[config.mk]
export PLATFORM = sky130hd
export DESIGN_NAME = lcd_line_scheduler
export DESIGN_NICKNAME = d
export VERILOG_FILES = /design/src/rtl/lcd_line_scheduler.sv
export SDC_FILE = /design/constraint.sdc
export NUM_CORES = 1
export LEC_CHECK = 0
export CAP_MARGIN = 20
export CORE_MARGIN = 2
export CORE_UTILIZATION = 55
export CTS_BUF_LIST = sky130_fd_sc_hd__clkbuf_4
export DETAILED_ROUTE_END_ITERATION = 10
export PLACE_DENSITY = 0.85
export SYNTH_ARGS = -nofsm -noshare
export SYNTH_HDL_FRONTEND = slang
export SYNTH_SLANG_ARGS = --single-unit
[constraint.sdc]
create_clock -name clk -period 5.9 [get_ports clk]
set_clock_uncertainty 0.2 [all_clocks]
set_input_delay 1.77 -clock clk [delete_from_list [all_inputs] [get_ports clk]]
set_output_delay 1.77 -clock clk [all_outputs]
set_load 0.01 [all_outputs]
[src/rtl/lcd_line_scheduler.sv]
// -----------------------------------------------------------------------------
// lcd_line_scheduler
//
// Purpose:
//   Serves rewrite requests for the two lines of a character LCD.
//   Line 0 (time) and line 1 (date) compete under round-robin arbitration.
//   The winning line is rewritten as one Set-DDRAM-address command followed
//   by CHARS_PER_LINE character writes.
//   Every transfer is paced by the en_clk tick:
//     - setup tick,
//     - one enable-high tick,
//     - HOLD_TICKS enable-low ticks.
//   Characters come from an external string ROM through index/data_char.
//
// Build option:
//   LCD_SCHED_INIT_EN -- when defined, an INIT sequence runs after reset and
//   before any grant: 0x38, 0x0C, 0x06, 0x01. The clear command (0x01) uses
//   CLR_HOLD_TICKS. When undefined, the FSM goes straight to IDLE and the
//   panel is initialised elsewhere.
//
// Parameters:
//   CHARS_PER_LINE  characters per line (1..16)
//   HOLD_TICKS      en_clk ticks lcd_e stays low after each pulse (>=1)
//   CLR_HOLD_TICKS  hold ticks after the clear command, init only (>=1)
//
// Ports:
//   clk        system clock
//   rst        synchronous reset, active-high
//   en_clk     one-clk-wide pacing tick
//   req0/req1  line rewrite requests (level or pulse)
//   data_char  ROM character for the current index (combinational)
//   gnt0/gnt1  high for the whole service of the line
//   busy       FSM not in IDLE
//   done       one-clk pulse when the last character's hold completes
//   index      {line, col} into the string ROM
//   lcd_rs     0 = command, 1 = character
//   lcd_rw     tied 0 (write only)
//   lcd_e      LCD enable strobe
//   lcd_data   LCD data bus
// -----------------------------------------------------------------------------
module lcd_line_scheduler #(
  parameter int CHARS_PER_LINE = 16,
  parameter int HOLD_TICKS     = 2,
  parameter int CLR_HOLD_TICKS = 40
) (
  input  logic       clk,
  input  logic       rst,
  input  logic       en_clk,
  input  logic       req0,
  input  logic       req1,
  input  logic [7:0] data_char,
  output logic       gnt0,
  output logic       gnt1,
  output logic       busy,
  output logic       done,
  output logic [4:0] index,
  output logic       lcd_rs,
  output logic       lcd_rw,
  output logic       lcd_e,
  output logic [7:0] lcd_data
);

  localparam logic [1:0] S_IDLE = 2'd0;
  localparam logic [1:0] S_ADDR = 2'd1;
  localparam logic [1:0] S_CHAR = 2'd2;
`ifdef LCD_SCHED_INIT_EN
  localparam logic [1:0] S_INIT      = 2'd3;
  localparam logic [1:0] RESET_STATE = S_INIT;
`else
  localparam logic [1:0] RESET_STATE = S_IDLE;
`endif

  // The tick counter must reach 1 + the longest hold in either mode.
  localparam int MAX_HOLD = (CLR_HOLD_TICKS > HOLD_TICKS) ? CLR_HOLD_TICKS : HOLD_TICKS;
  localparam int TW       = $clog2(MAX_HOLD + 2);
  localparam logic [3:0] LAST_COL = 4'(CHARS_PER_LINE - 1);

  logic [1:0]    state;
  logic          line;
  logic [3:0]    col;
  logic [TW-1:0] tcnt;
  logic          pend0;
  logic          pend1;
  logic          last;
`ifdef LCD_SCHED_INIT_EN
  logic [1:0]    init_step;
`endif

  logic          r0;
  logic          r1;
  logic          start;
  logic          pick1;
  logic          setup_rs;
  logic [7:0]    setup_data;
  logic [TW-1:0] end_cnt;

  assign busy   = (state != S_IDLE);
  assign index  = {line, col};
  assign lcd_rw = 1'b0;

  // Pending flags keep pulse requests alive until the line is granted.
  assign r0    = pend0 | req0;
  assign r1    = pend1 | req1;
  assign start = (state == S_IDLE) && (r0 || r1);

  // Line 1 wins when it is the only requester, or on a tie when line 0 went last.
  assign pick1 = r1 && (!r0 || !last);

  // NOTE: every variable written in always_comb gets a default first, so no latch is inferred.
  always_comb begin
    setup_rs   = 1'b0;
    setup_data = line ? 8'hC0 : 8'h80;
    end_cnt    = TW'(1 + HOLD_TICKS);
    if (state == S_CHAR) begin
      setup_rs   = 1'b1;
      setup_data = data_char;
    end
`ifdef LCD_SCHED_INIT_EN
    if (state == S_INIT) begin
      case (init_step)
        2'd0:    setup_data = 8'h38;
        2'd1:    setup_data = 8'h0C;
        2'd2:    setup_data = 8'h06;
        default: setup_data = 8'h01;
      endcase
      if (init_step == 2'd3) end_cnt = TW'(1 + CLR_HOLD_TICKS);
    end
`endif
  end

  // NOTE: sequential state uses non-blocking assignments only, so every register sees pre-edge values.
  always_ff @(posedge clk) begin
    if (rst) begin
      state    <= RESET_STATE;
      line     <= 1'b0;
      col      <= 4'd0;
      tcnt     <= '0;
      pend0    <= 1'b0;
      pend1    <= 1'b0;
      last     <= 1'b1;
      gnt0     <= 1'b0;
      gnt1     <= 1'b0;
      done     <= 1'b0;
      lcd_rs   <= 1'b0;
      lcd_e    <= 1'b0;
      lcd_data <= 8'h00;
`ifdef LCD_SCHED_INIT_EN
      init_step <= 2'd0;
`endif
    end else begin
      done <= 1'b0;

      // A grant consumes the request; otherwise any request (re-)arms the flag.
      if (start && !pick1) pend0 <= 1'b0;
      else if (req0)       pend0 <= 1'b1;
      if (start && pick1)  pend1 <= 1'b0;
      else if (req1)       pend1 <= 1'b1;

      if (state == S_IDLE) begin
        if (start) begin
          state <= S_ADDR;
          line  <= pick1;
          last  <= pick1;
          gnt0  <= !pick1;
          gnt1  <= pick1;
          col   <= 4'd0;
          tcnt  <= '0;
        end
      end else if (en_clk) begin
        if (tcnt == '0) begin
          // Setup tick: present rs/data with the strobe low.
          lcd_e    <= 1'b0;
          lcd_rs   <= setup_rs;
          lcd_data <= setup_data;
          tcnt     <= TW'(1);
        end else if (tcnt == TW'(1)) begin
          lcd_e <= 1'b1;
          tcnt  <= TW'(2);
        end else begin
          lcd_e <= 1'b0;
          if (tcnt == end_cnt) begin
            tcnt <= '0;
            case (state)
              S_ADDR: state <= S_CHAR;
              S_CHAR: begin
                if (col == LAST_COL) begin
                  state <= S_IDLE;
                  done  <= 1'b1;
                  gnt0  <= 1'b0;
                  gnt1  <= 1'b0;
                end else begin
                  col <= col + 4'd1;
                end
              end
`ifdef LCD_SCHED_INIT_EN
              S_INIT: begin
                if (init_step == 2'd3) state <= S_IDLE;
                else                   init_step <= init_step + 2'd1;
              end
`endif
              default: state <= S_IDLE;
            endcase
          end else begin
            tcnt <= tcnt + TW'(1);
          end
        end
      end
    end
  end

endmodule
# After elaboration in Yosys (flattened, before gate mapping)
# Cells that the tools add are included.
[op_classes]
add_sub_neg = 2
n_eq_ne = 10
mux = 38
bitwise = 6
n_reduce_logical = 26
[ops]
columns = ["op", "n"]
rows = [
  ["$mux 6", 6],
  ["$mux 4", 8],
  ["$mux 1", 14],
  ["$mux 2", 7],
  ["$reduce_and 7->1", 2],
  ["$reduce_bool 2->1", 5],
  ["$mux 8", 1],
  ["$ne 2x2->1 const B", 4],
  ["$mux 7", 1],
  ["$reduce_or 7->1", 1],
  ["$add 6x1->6 const B", 1],
  ["$eq 6x1->1 const B", 1],
  ["$eq 6x2->1 const B", 1],
  ["$logic_not 6->1", 1],
  ["$reduce_and 2->1", 3],
  ["$reduce_and 6->1", 1],
  ["$add 4x1->4 const B", 1],
  ["$eq 4x4->1 const B", 1],
  ["$logic_and 1x1->1", 4],
  ["$not 1->1", 4],
  ["$pmux 2 s2", 1],
  ["$reduce_or 2->1", 2],
  ["$logic_not 1->1", 3],
  ["$ne 3x1->1 const B", 1],
  ["other kinds (6)", 8],
]
[totals]
register_bits = 29
in_bits = 13
out_inout_bits = 20
word_cells = 95

# Logic depth before layout (Yosys ltp)
# Gate-level depths: netlist (run 1).
[logic_depth]
word_depth = 8
depth_mapped = 6
depth_no_buf = 6

# Worst setup path before layout (run 1)
# OpenSTA, ideal clock, no wires.
[synth_path]
path_type = "input-to-reg"
startpoint = "in req1"
endpoint = "reg col[0]"
setup_time_ns = 0.121
t_arrival_ns = 3.134
t_required_ns = 5.579
setup_slack_ns = 2.445
cell_stages = 5
n_path_buf = 1
cell_sequence = "or4_1 > clkbuf_1 > a22o_2 > nand3b_1 > mux2_2"
[synth_between]
elab_chain_cells = 5
[synth_lines]
columns = ["item", "line", "rtl"]
rows = [
  ["start, declared", "50", "input logic req1,"],
  ["$or 1x1->1", "103", "assign r1 = pend1 | req1;"],
  ["$logic_or 1x1->1", "104", "assign start = (state == S_IDLE) && (r0 || r1);"],
  ["$logic_and 1x1->1", "104", ""],
  ["$ne 2x2->1 (no source line)", "n/a", ""],
  ["$reduce_and 7->1 (no source line)", "n/a", ""],
  ["end signal, assigned", "192", "col <= col + 4'd1;"],
  ["end, declared", "80", "logic [3:0] col;"],
]
# Every way passes these cells.
# A chain may end at the register's enable or synchronous reset.

# Final worst setup path (run 1)
[layout_path]
startpoint = "reg state[1]"
endpoint = "out busy"
[layout_between]
elab_chain_cells = 1
[layout_lines]
columns = ["item", "line", "rtl"]
rows = [
  ["start, declared", "78", "logic [1:0] state;"],
  ["start signal, assigned", "134", "state <= RESET_STATE;"],
  ["start signal, assigned", "161", "state <= S_ADDR;"],
  ["start signal, assigned", "184", "S_ADDR: state <= S_CHAR;"],
  ["$reduce_bool 2->1", "97", "assign busy = (state != S_IDLE);"],
  ["end, declared", "54", "output logic busy,"],
]
# Every way passes these cells.

==> impl_metrics.yaml, run 1 <==
timing:
  setup_tns_ns: 0
  slew_violations: 0
  finalHoldViolCount: 0
  grt_setup_unrepaired: "false"
  fin_crit_sh_pct: 64.2
  fin_crit_ns: 3.79
  max_freq_ghz: 0.264
  setup_viol: 0
  fin_ws_ns: 2.11
  max_slew.worst_pin.slew_ns: 1.04
  slew_headroom_pct: 30.3
route:
  viasPerCell: 5.89
  drc_errors: 0
  vias: 1360
  wirelength_mm: 3.37
  drtAntennaViolNets: 0
  drt-wirelength-per-cell_um: 14.6
  drtIter0Drc: 28
  drtPass1Iterations: 4
clock_network:
  cts_hold_buf: 0
  insertion_delay_ns: 0.32
  clkSinkCount: 29
  cts_resized: 0
  clock-root-buffer: "clkbuf_4"
  h-tree-depth: 2
  clockBufferDepth: 2
  cts_made_buffers: 5
  path_clk_slew_ns: 0.08
  cts_tree: "done"
  post_cts_buffers: 0
global_routing:
  grt_max_degree: 31
  grt_pass1_vias: 1215
  grt_usage_pct: 24.1
  grt_first_pass_wirelength_mm: 5.18
  antenna_found_initial: 0
  overflow: 0
worst_setup_path:
  end_kind: "output port"
  cp_max_fo: 10
  critPathLaunchType: "flop"
  required_ns: 3.93
  r2r-end: "col[0]"
  path_class: "flop to output port"
  r2r_cells: 4
  r2r_start: "pend1"
  crit_arrival_ns: 1.82
  r2r_slack_ns: 3.82
logic_synthesis:
  synthFlopType: "dfxtp_1"
  syn_nets: 190
  synthCells: 173
  synth-async-reset-ratio_pct: 0
  syn_area_um2: 1440
  synth_top_area_share_pct: 40.5
  yosysSeqAreaShare_pct: 40.5
  synthTopCellsByArea: "dfxtp_1, nand3_1, a21oi_1, nand2_1, ha_1"
  ys_warn_count: 0
  yosysTopAreaCell: "dfxtp_1"
  synth-edff-count: 0
  synth.distinct_cells: 45
  syn_avg_cell_area_um2: 8.30
  synth-seq-cells: 29
die:
  floorplan.rows: 18
  ios: 33
  coreArea_um2: 2480
  die_width_um: 55.1
  die_y_um: 55.1
  dieArea_um2: 3030
  start_util_pct: 57.9
pwr:
  worst_ir_drop_vdd_v: 0.000202
  p_per_area_nw_per_um2: 220
  p_leak_nw: 0.626
finish:
  diodes: 0
  area_growth_pct: 24.0
  fin_nets: 217
  drive_above_1_share_pct: 6.47
  nFillCells: 208
run:
  maxCapViolCount: 0
hold_path:
  hold_depth: 2
  holdCritStartpoint: "lcd_e"
  hold_class: "flop to flop"
  hold_path_end: "lcd_e"
placement:
  gp_congestion: 0.875
  place_hpwl_mm: 2.41
  dp_worst_setup_slack_ns: 1.97
  io_buffers: 31
run_status:
  status: "completed"
-- cells in the mapped netlist, types with 2 or more instances --
cell / number
nor2_1: 11
a31oi_1: 2
buf_4: 2
nor2b_1: 3
o21a_1: 2
o21ai_0: 7
a311oi_1: 2
and3_1: 2
inv_1: 4
ha_1: 4
mux2i_1: 2
clkbuf_1: 5
a211oi_1: 5
nor3_1: 8
or3_1: 3
nand2b_1: 6
or4_1: 2
nand3_1: 16
dfxtp_1: 29
a21oi_1: 15
nand3b_1: 2
nand2_1: 16
buf_2: 3
-- metal layers --
metal	share of wire [%]	GRT usage [%]	vias to the layer above	routed length, um
met5	0	0	-	0
li1	-	-	680	-
met4	0.80	9.35	0	27
met2	50	41.5	45	1700
met1	43	27.8	631	1430
met3	6.1	7.53	4	204
-- flip-flops by register name, summed over array words and instances, names as in the netlist --
register / count
pend1: 1
pend0: 1
gnt1: 1
lcd_e: 1
col: 4
lcd_data: 8
last: 1
state: 2
tcnt: 6
done: 1
gnt0: 1
lcd_rs: 1
line: 1
-- final cells by class --
| cell class | count | area (um2) | share of cell area (%) |
|---|---|---|---|
| clock inverter | 3 | 12.5 | 0.703 |
| clock buffer | 5 | 37.5 | 2.11 |
| tap | 30 | 37.5 | 2.11 |
| timing repair buffer | 31 | 310 | 17.4 |
| sequential | 29 | 581 | 32.6 |
| inverter | 5 | 18.8 | 1.05 |
| multi-input combinational | 128 | 782 | 44.0 |
-- cell usage in the layout (no fill, tap or decap), types with 2 or more instances in the layout --
cell             instances
nand2b_1                 6
nand3_1                 16
clkbuf_4                 5
dfxtp_1                 29
clkinv_1                 2
or3_1                    3
a211oi_1                 5
mux2i_1                  2
a31oi_1                  2
inv_1                    4
o21a_1                   2
or4_1                    2
nand3b_1                 2
clkdlybuf4s50_1         31
o21ai_0                  7
and3_1                   2
nand2_1                 16
ha_1                     4
nor2_1                  11
nor2b_1                  3
a311oi_1                 2
nor3_1                   8
a21oi_1                 15
-- worst max-delay path by stage --
stage	from	depth (start not counted)	slack (ns)	end
after global placement	req1	5	1.98	col[0]
after detailed placement	req1	5	1.97	col[0]
after floorplan	req1	5	2.45	col[0]
after global routing	state[1]	3	2.00	busy
final	state[1]	3	2.11	busy
after CTS	state[1]	3	2.12	busy
-- report_power, final --
group          internal [mW]  switching (mW)
clock                 0.0429          0.0642
sequential             0.204         0.00699
combinational         0.0336          0.0397
-- stage by stage --
stage               std cells  hold WS, ns  utilization, %  total power, mW  area (um2)
finish                    231        0.261            71.8            0.391        1780
global route              231        0.293            71.8            0.410        1780
CTS                       231        0.262            71.8            0.395        1780
detailed placement        223        0.249            69.8            0.287        1730
global placement          223        0.238            69.8            0.285        1730
floorplan                 173        0.237               -            0.261        1440
-- critical path: stages (launching register included) --
cell and delay (ns):
dfxtp_1 0.40, nor2_2 0.42, inv_2 0.16, clkdlybuf4s50_1 0.51
-- cells by family (layout without fill, tap and decap cells) --
kind of cell    Yosys count  count (layout)  share of synthesized area, %
compound gates           46              46                          21.7
fa+ha+maj                 4               4                          3.49
mux                       3               3                          2.18
flops                    29              29                          40.5
buf+inv                  16              44                          5.06
simple gates             74              74                          26.9
other cells               1               1                         0.261
(Power assumes the default switching activity.)
==> run 2, diff against run 1 <==
--- a/config.mk
+++ b/config.mk
@@ -7,10 +7,10 @@
 export LEC_CHECK = 0
 export CAP_MARGIN = 20
 export CORE_MARGIN = 2
-export CORE_UTILIZATION = 55
+export CORE_UTILIZATION = 46
 export CTS_BUF_LIST = sky130_fd_sc_hd__clkbuf_4
 export DETAILED_ROUTE_END_ITERATION = 10
-export PLACE_DENSITY = 0.85
+export PLACE_DENSITY = 0.75
 export SYNTH_ARGS = -nofsm -noshare
 export SYNTH_HDL_FRONTEND = slang
 export SYNTH_SLANG_ARGS = --single-unit
==> constraint.sdc (replaced) <==
create_clock -name clk -period 3.15 [get_ports clk]
set_clock_uncertainty 0.2 [all_clocks]
set_input_delay 0.945 -clock clk [delete_from_list [all_inputs] [get_ports clk]]
set_output_delay 0.945 -clock clk [all_outputs]
set_load 0.01 [all_outputs]
==> run 2 against run 1 <==
- global-route usage shrank 3.4 points
- count of clock-buffer cells in the layout grew 1
- largest cell class unchanged
- total power rose by 93%
- worst setup slack worse by 1.7 ns
- via count decreased by 0.22%
- non-clock buffer count increased by 3
==> impl_metrics.yaml, run 2 (synthesized netlist as in run 1, its figures left out) <==
timing:
  fin_crit_sh_pct: 87.8
  setup_viol: 0
  finalHoldViolCount: 0
  max_slew.worst_pin.slew_ns: 0.528
  fin_crit_ns: 2.76
  slew_headroom_pct: 64.5
  max_freq_ghz: 0.362
  slew_violations: 0
  setup_tns_ns: 0
  grt_setup_unrepaired: "false"
die:
  floorplan.rows: 20
  coreArea_um2: 3000
  die_width_um: 59.9
  die_y_um: 59.9
  ios: 33
  dieArea_um2: 3580
  start_util_pct: 47.8
clock_network:
  path_clk_slew_ns: 0.09
  cts_tree: "done"
  cts_made_buffers: 5
  clkSinkCount: 29
  post_cts_buffers: 0
  clockBufferDepth: 2
  insertion_delay_ns: 0.33
  h-tree-depth: 2
  cts_resized: 0
  cts_hold_buf: 0
  clock-root-buffer: "clkbuf_4"
placement:
  place_area_um2: 1760
  place_hpwl_mm: 2.42
  io_buffers: 31
  place_inst: 229
  gp_congestion: 0.809
finish:
  nFillCells: 277
  area_growth_pct: 26.2
  top_register: "lcd_data"
  final_cell_mix: "clkdlybuf4s50_1, dfxtp_1, nand3_1, nand2_1, a21oi_1"
  multi_input_area_um2: 782
  instances_no_fill: 237
  fin_nets: 220
  top_regs: "lcd_data x8, tcnt x6, col x4"
  regArea_um2: 581
  diodes: 0
  drive_above_1_share_pct: 8.82
  postLayoutCoreUtil_pct: 60.3
  final_common_cell: "clkdlybuf4s50_1"
  largest_reg_flops: 8
  design_area_um2: 1810
worst_setup_path:
  crit_arrival_ns: 1.62
  r2r_start: "tcnt[3]"
  r2r-end: "col[3]"
  required_ns: 2.00
  cp_num_buf_inv: 2
  cpPeakStageDelay_ns: 0.56
  critPathLaunchType: "flop"
  crit_chain: "nor2_2 -> inv_2 -> clkdlybuf4s50_1"
  crit_cells: 3
  r2r_cells: 4
  cp_max_fo: 9
  crit_slowest_cell: "clkdlybuf4s50_1"
  startpoint: "state[1]"
  end_kind: "output port"
  critical_path.top_delay_family: "buffers and inverters"
  path_class: "flop to output port"
  r2r_slack_ns: 1.10
global_routing:
  grt_max_degree: 20
  grt_pass1_vias: 1261
  antenna_found_initial: 0
  overflow: 0
  grt_usage_pct: 20.7
  grt_first_pass_wirelength_mm: 5.59
route:
  drtIter0Drc: 110
  drtAntennaViolNets: 0
  drc_errors: 0
  drtPass1Iterations: 4
  vias: 1357
  wirelength_mm: 3.26
  viasPerCell: 5.73
  drt-wirelength-per-cell_um: 13.8
hold_path:
  hold_class: "flop to flop"
  holdCritStartpoint: "lcd_data[1]"
  hold_depth: 2
  hold_path_end: "lcd_data[1]"
pwr:
  p_per_area_nw_per_um2: 417
  worst_ir_drop_vdd_v: 0.000221
  p_leak_nw: 0.645
run_status:
  status: "completed"
run:
  maxCapViolCount: 0
-- run 2: changes by cell type in the layout (fill, tap and decap cells not counted), sizes merged --
| cell | delta |
|---|---|
| buf | +3 |
| clkbuf | +1 |
| clkinv | -1 |
-- run 2: per-stage QoR --
stage / hold slack (ns) / setup WS [ns] / power [mW]
floorplan: 0.237 / 0.520 / 0.489
global route: 0.277 / 0.316 / 0.799
finish: 0.256 / 0.385 / 0.755
CTS: 0.259 / 0.398 / 0.761
detailed placement: 0.246 / 0.131 / 0.542
global placement: 0.238 / 0.223 / 0.538
-- run 2: routing by layer --
metal | share of wire [%] | vias up | GRT usage (%)
met3 | 6.7 | 4 | 6.06
li1 | - | 685 | -
met1 | 45 | 617 | 25.4
met4 | 1.1 | 0 | 8.57
met5 | 0 | - | 0
met2 | 48 | 51 | 33.7
-- run 2: area by class of cell --
class                      instances  share of cell area [%]
sequential                        29                    32.1
clock buffer                       6                    2.49
clock inverter                     2                   0.553
multi-input combinational        128                    43.2
timing repair buffer              34                    18.4
tap                               33                    2.28
inverter                           5                    1.04
-- run 2: power by group --
| group | switching (mW) | internal [mW] | leakage [nW] |
|---|---|---|---|
| Combinational | 0.0740 | 0.0665 | 0.373 |
| Sequential | 0.0124 | 0.382 | 0.236 |
| Clock | 0.127 | 0.0934 | 0.0354 |
-- run 2: worst max-delay path by stage --
stage / end / slack [ns]
finish: busy / 0.39
global route: busy / 0.32
CTS: busy / 0.40
detailed placement: tcnt[3] / 0.13
global placement: tcnt[5] / 0.22
floorplan: col[0] / 0.52
-- run 2: worst min-delay path: cells and delay by family, from the launching register on --
kind / cells / cell delay [ns]
AO/OA/AOI/OAI: 1 / 0.05
AND/OR/NAND/NOR: 1 / 0.05
flip-flops: 1 / 0.32
==> variant, RTL diff (settings of run 2) <==
Reset style: asynchronous (`rst`), changed in one clocked block. Comments in the files are not updated.
--- a/src/rtl/lcd_line_scheduler.sv
+++ b/src/rtl/lcd_line_scheduler.sv
@@ -129,7 +129,7 @@
   end
 
   // NOTE: sequential state uses non-blocking assignments only, so every register sees pre-edge values.
-  always_ff @(posedge clk) begin
+  always_ff @(posedge clk or posedge rst) begin
     if (rst) begin
       state    <= RESET_STATE;
       line     <= 1'b0;
Check against the original RTL: differs if rst is asserted again (counterexample within 4 cycles, from zero or initial values and one cycle with rst high); with rst held inactive, the same outputs for 10 cycles.
==> variant against run 2 <==
Setup slack worse by 0.12 ns; hold slack better by 0.041 ns; sequential cell count unchanged; routed wire length down 6.1%; cell area up 0.35%; sequential share of layout area up 7.9 points; register-to-register slack worse by 0.23 ns; count of clock-buffer cells in the layout unchanged; first-iteration DRC count down 73%; area after synthesis down 2.9%; final cell count down 16%.
Power is not compared: it rests on default switching activity, and its combinational part moved more than twofold at a synthesized area within 25%.
==> variant: results <==
{
  "clk_pin_slew_ns": 0.09,
  "slew_headroom_pct": 55.7,
  "grt_pass1_wl_um": 5170,
  "comb.multi_input.count": 88,
  "reg2reg_to": "gnt0$_DFFE_PP0P_",
  "num-nonclk-buffers": 35,
  "period_share_pct": 91.6,
  "max_stage_delay_ns": 0.50,
  "reg2reg_depth": 6,
  "clockBufferCount": 6,
  "final_nets": 185,
  "synth_compound_area_share_pct": 19.0,
  "r2r_slack_ns": 0.87,
  "whs_endpoint": "lcd_rs$_DFFE_PP0P_",
  "placed_cell_area_um2": 1760,
  "status": "complete, no violations",
  "wl_met2_um": 1600,
  "yosys.area_share.adder_pct": 3.59,
  "synth_mux_area_share_pct": 1.44,
  "globalRouteMet1Util_pct": 24.3,
  "grt_use_total_pct": 20.0,
  "synthFlopType": "dfrtp_1",
  "postSynthAreaPerCell_um2": 10.7,
  "synth_async_sr_flop_share_pct": 100,
  "wl_met1_um": 1310,
  "wl_per_cell_um": 15.3,
  "synth_commonest_cells": "dfrtp_1, nand2_1, nand3_1, o21ai_0, inv_1",
  "synth_fp_nets": 147,
  "num_vias": 1158,
  "crit_fanout": 6,
  "setup.worst_path.start": "state[0]$_DFFE_PP0P_",
  "final_layout_size_suffix_gt1_share_pct": 11.2,
  "yosys-top-cells-area": "dfrtp_1, a22o_1, ha_1",
  "cp_data_arrival_time_ns": 1.74,
  "place.gp.congestion": 0.772,
  "dr.pass1.iters": 5,
  "final_cells": 200,
  "ys_warn_count": 0,
  "buffer_area_share_pct": 19.4,
  "grt_use_met2_pct": 33.8,
  "hold_depth": 1,
  "place_hpwl_um": 2270,
  "clk_share_pct": 3.03,
  "seq_share_pct": 40.0,
  "nFillCells": 232,
  "wl_met3_um": 129,
  "rows": 19,
  "drt-initial-drc-count": 30,
  "cellPowerDensity_nw_per_um2": 762,
  "ys_types": 41,
  "grt_max_degree": 17,
  "r2r_start": "tcnt[0]$_DFFE_PP0P_",
  "num_antenna_cells": 0,
  "inverters": 9,
  "grt_antenna_before_repair": 0,
  "hold_slack_ns": 0.297,
  "yosysTopAreaCellShare_pct": 50.3,
  "post-place-ws_ns": 0.305,
  "grtUsageMet3_pct": 5.24,
  "ys_seq_area_share_pct": 52.2
}
[variant: cell types whose count changed after synthesis, moves of 6 or more]
cell / delta
nand3_1: -7
a21oi_1: -10
nand2_1: -7
nor2_1: -6
a22o_1: +7
dfxtp_1: -29
nor3_1: -6
dfrtp_1: +28
[variant: cells by family (layout without fill, tap and decap cells)]
| logic type | Yosys count | in the layout |
|---|---|---|
| DFF | 29 | 29 |
| other | 1 | 1 |
| buffers and inverters | 13 | 52 |
| adders and majority gates | 4 | 4 |
| AOI/OAI and AO/OA | 38 | 38 |
| and+or+nand+nor | 43 | 43 |
| muxes | 2 | 2 |
[variant: power by group]
part           total (mW)  switching (mW)  leakage (nW)  internal (mW)
Clock               0.222           0.128        0.0354         0.0934
Combinational       0.586           0.294         0.391          0.292
Sequential          0.576          0.0948         0.372          0.481
[variant: worst max-delay path, delay by kind of cell, from the launching register on]
kind          cells  cell delay (ns)
buf+inv           2             0.65
simple gates      1             0.31
flops             1             0.45
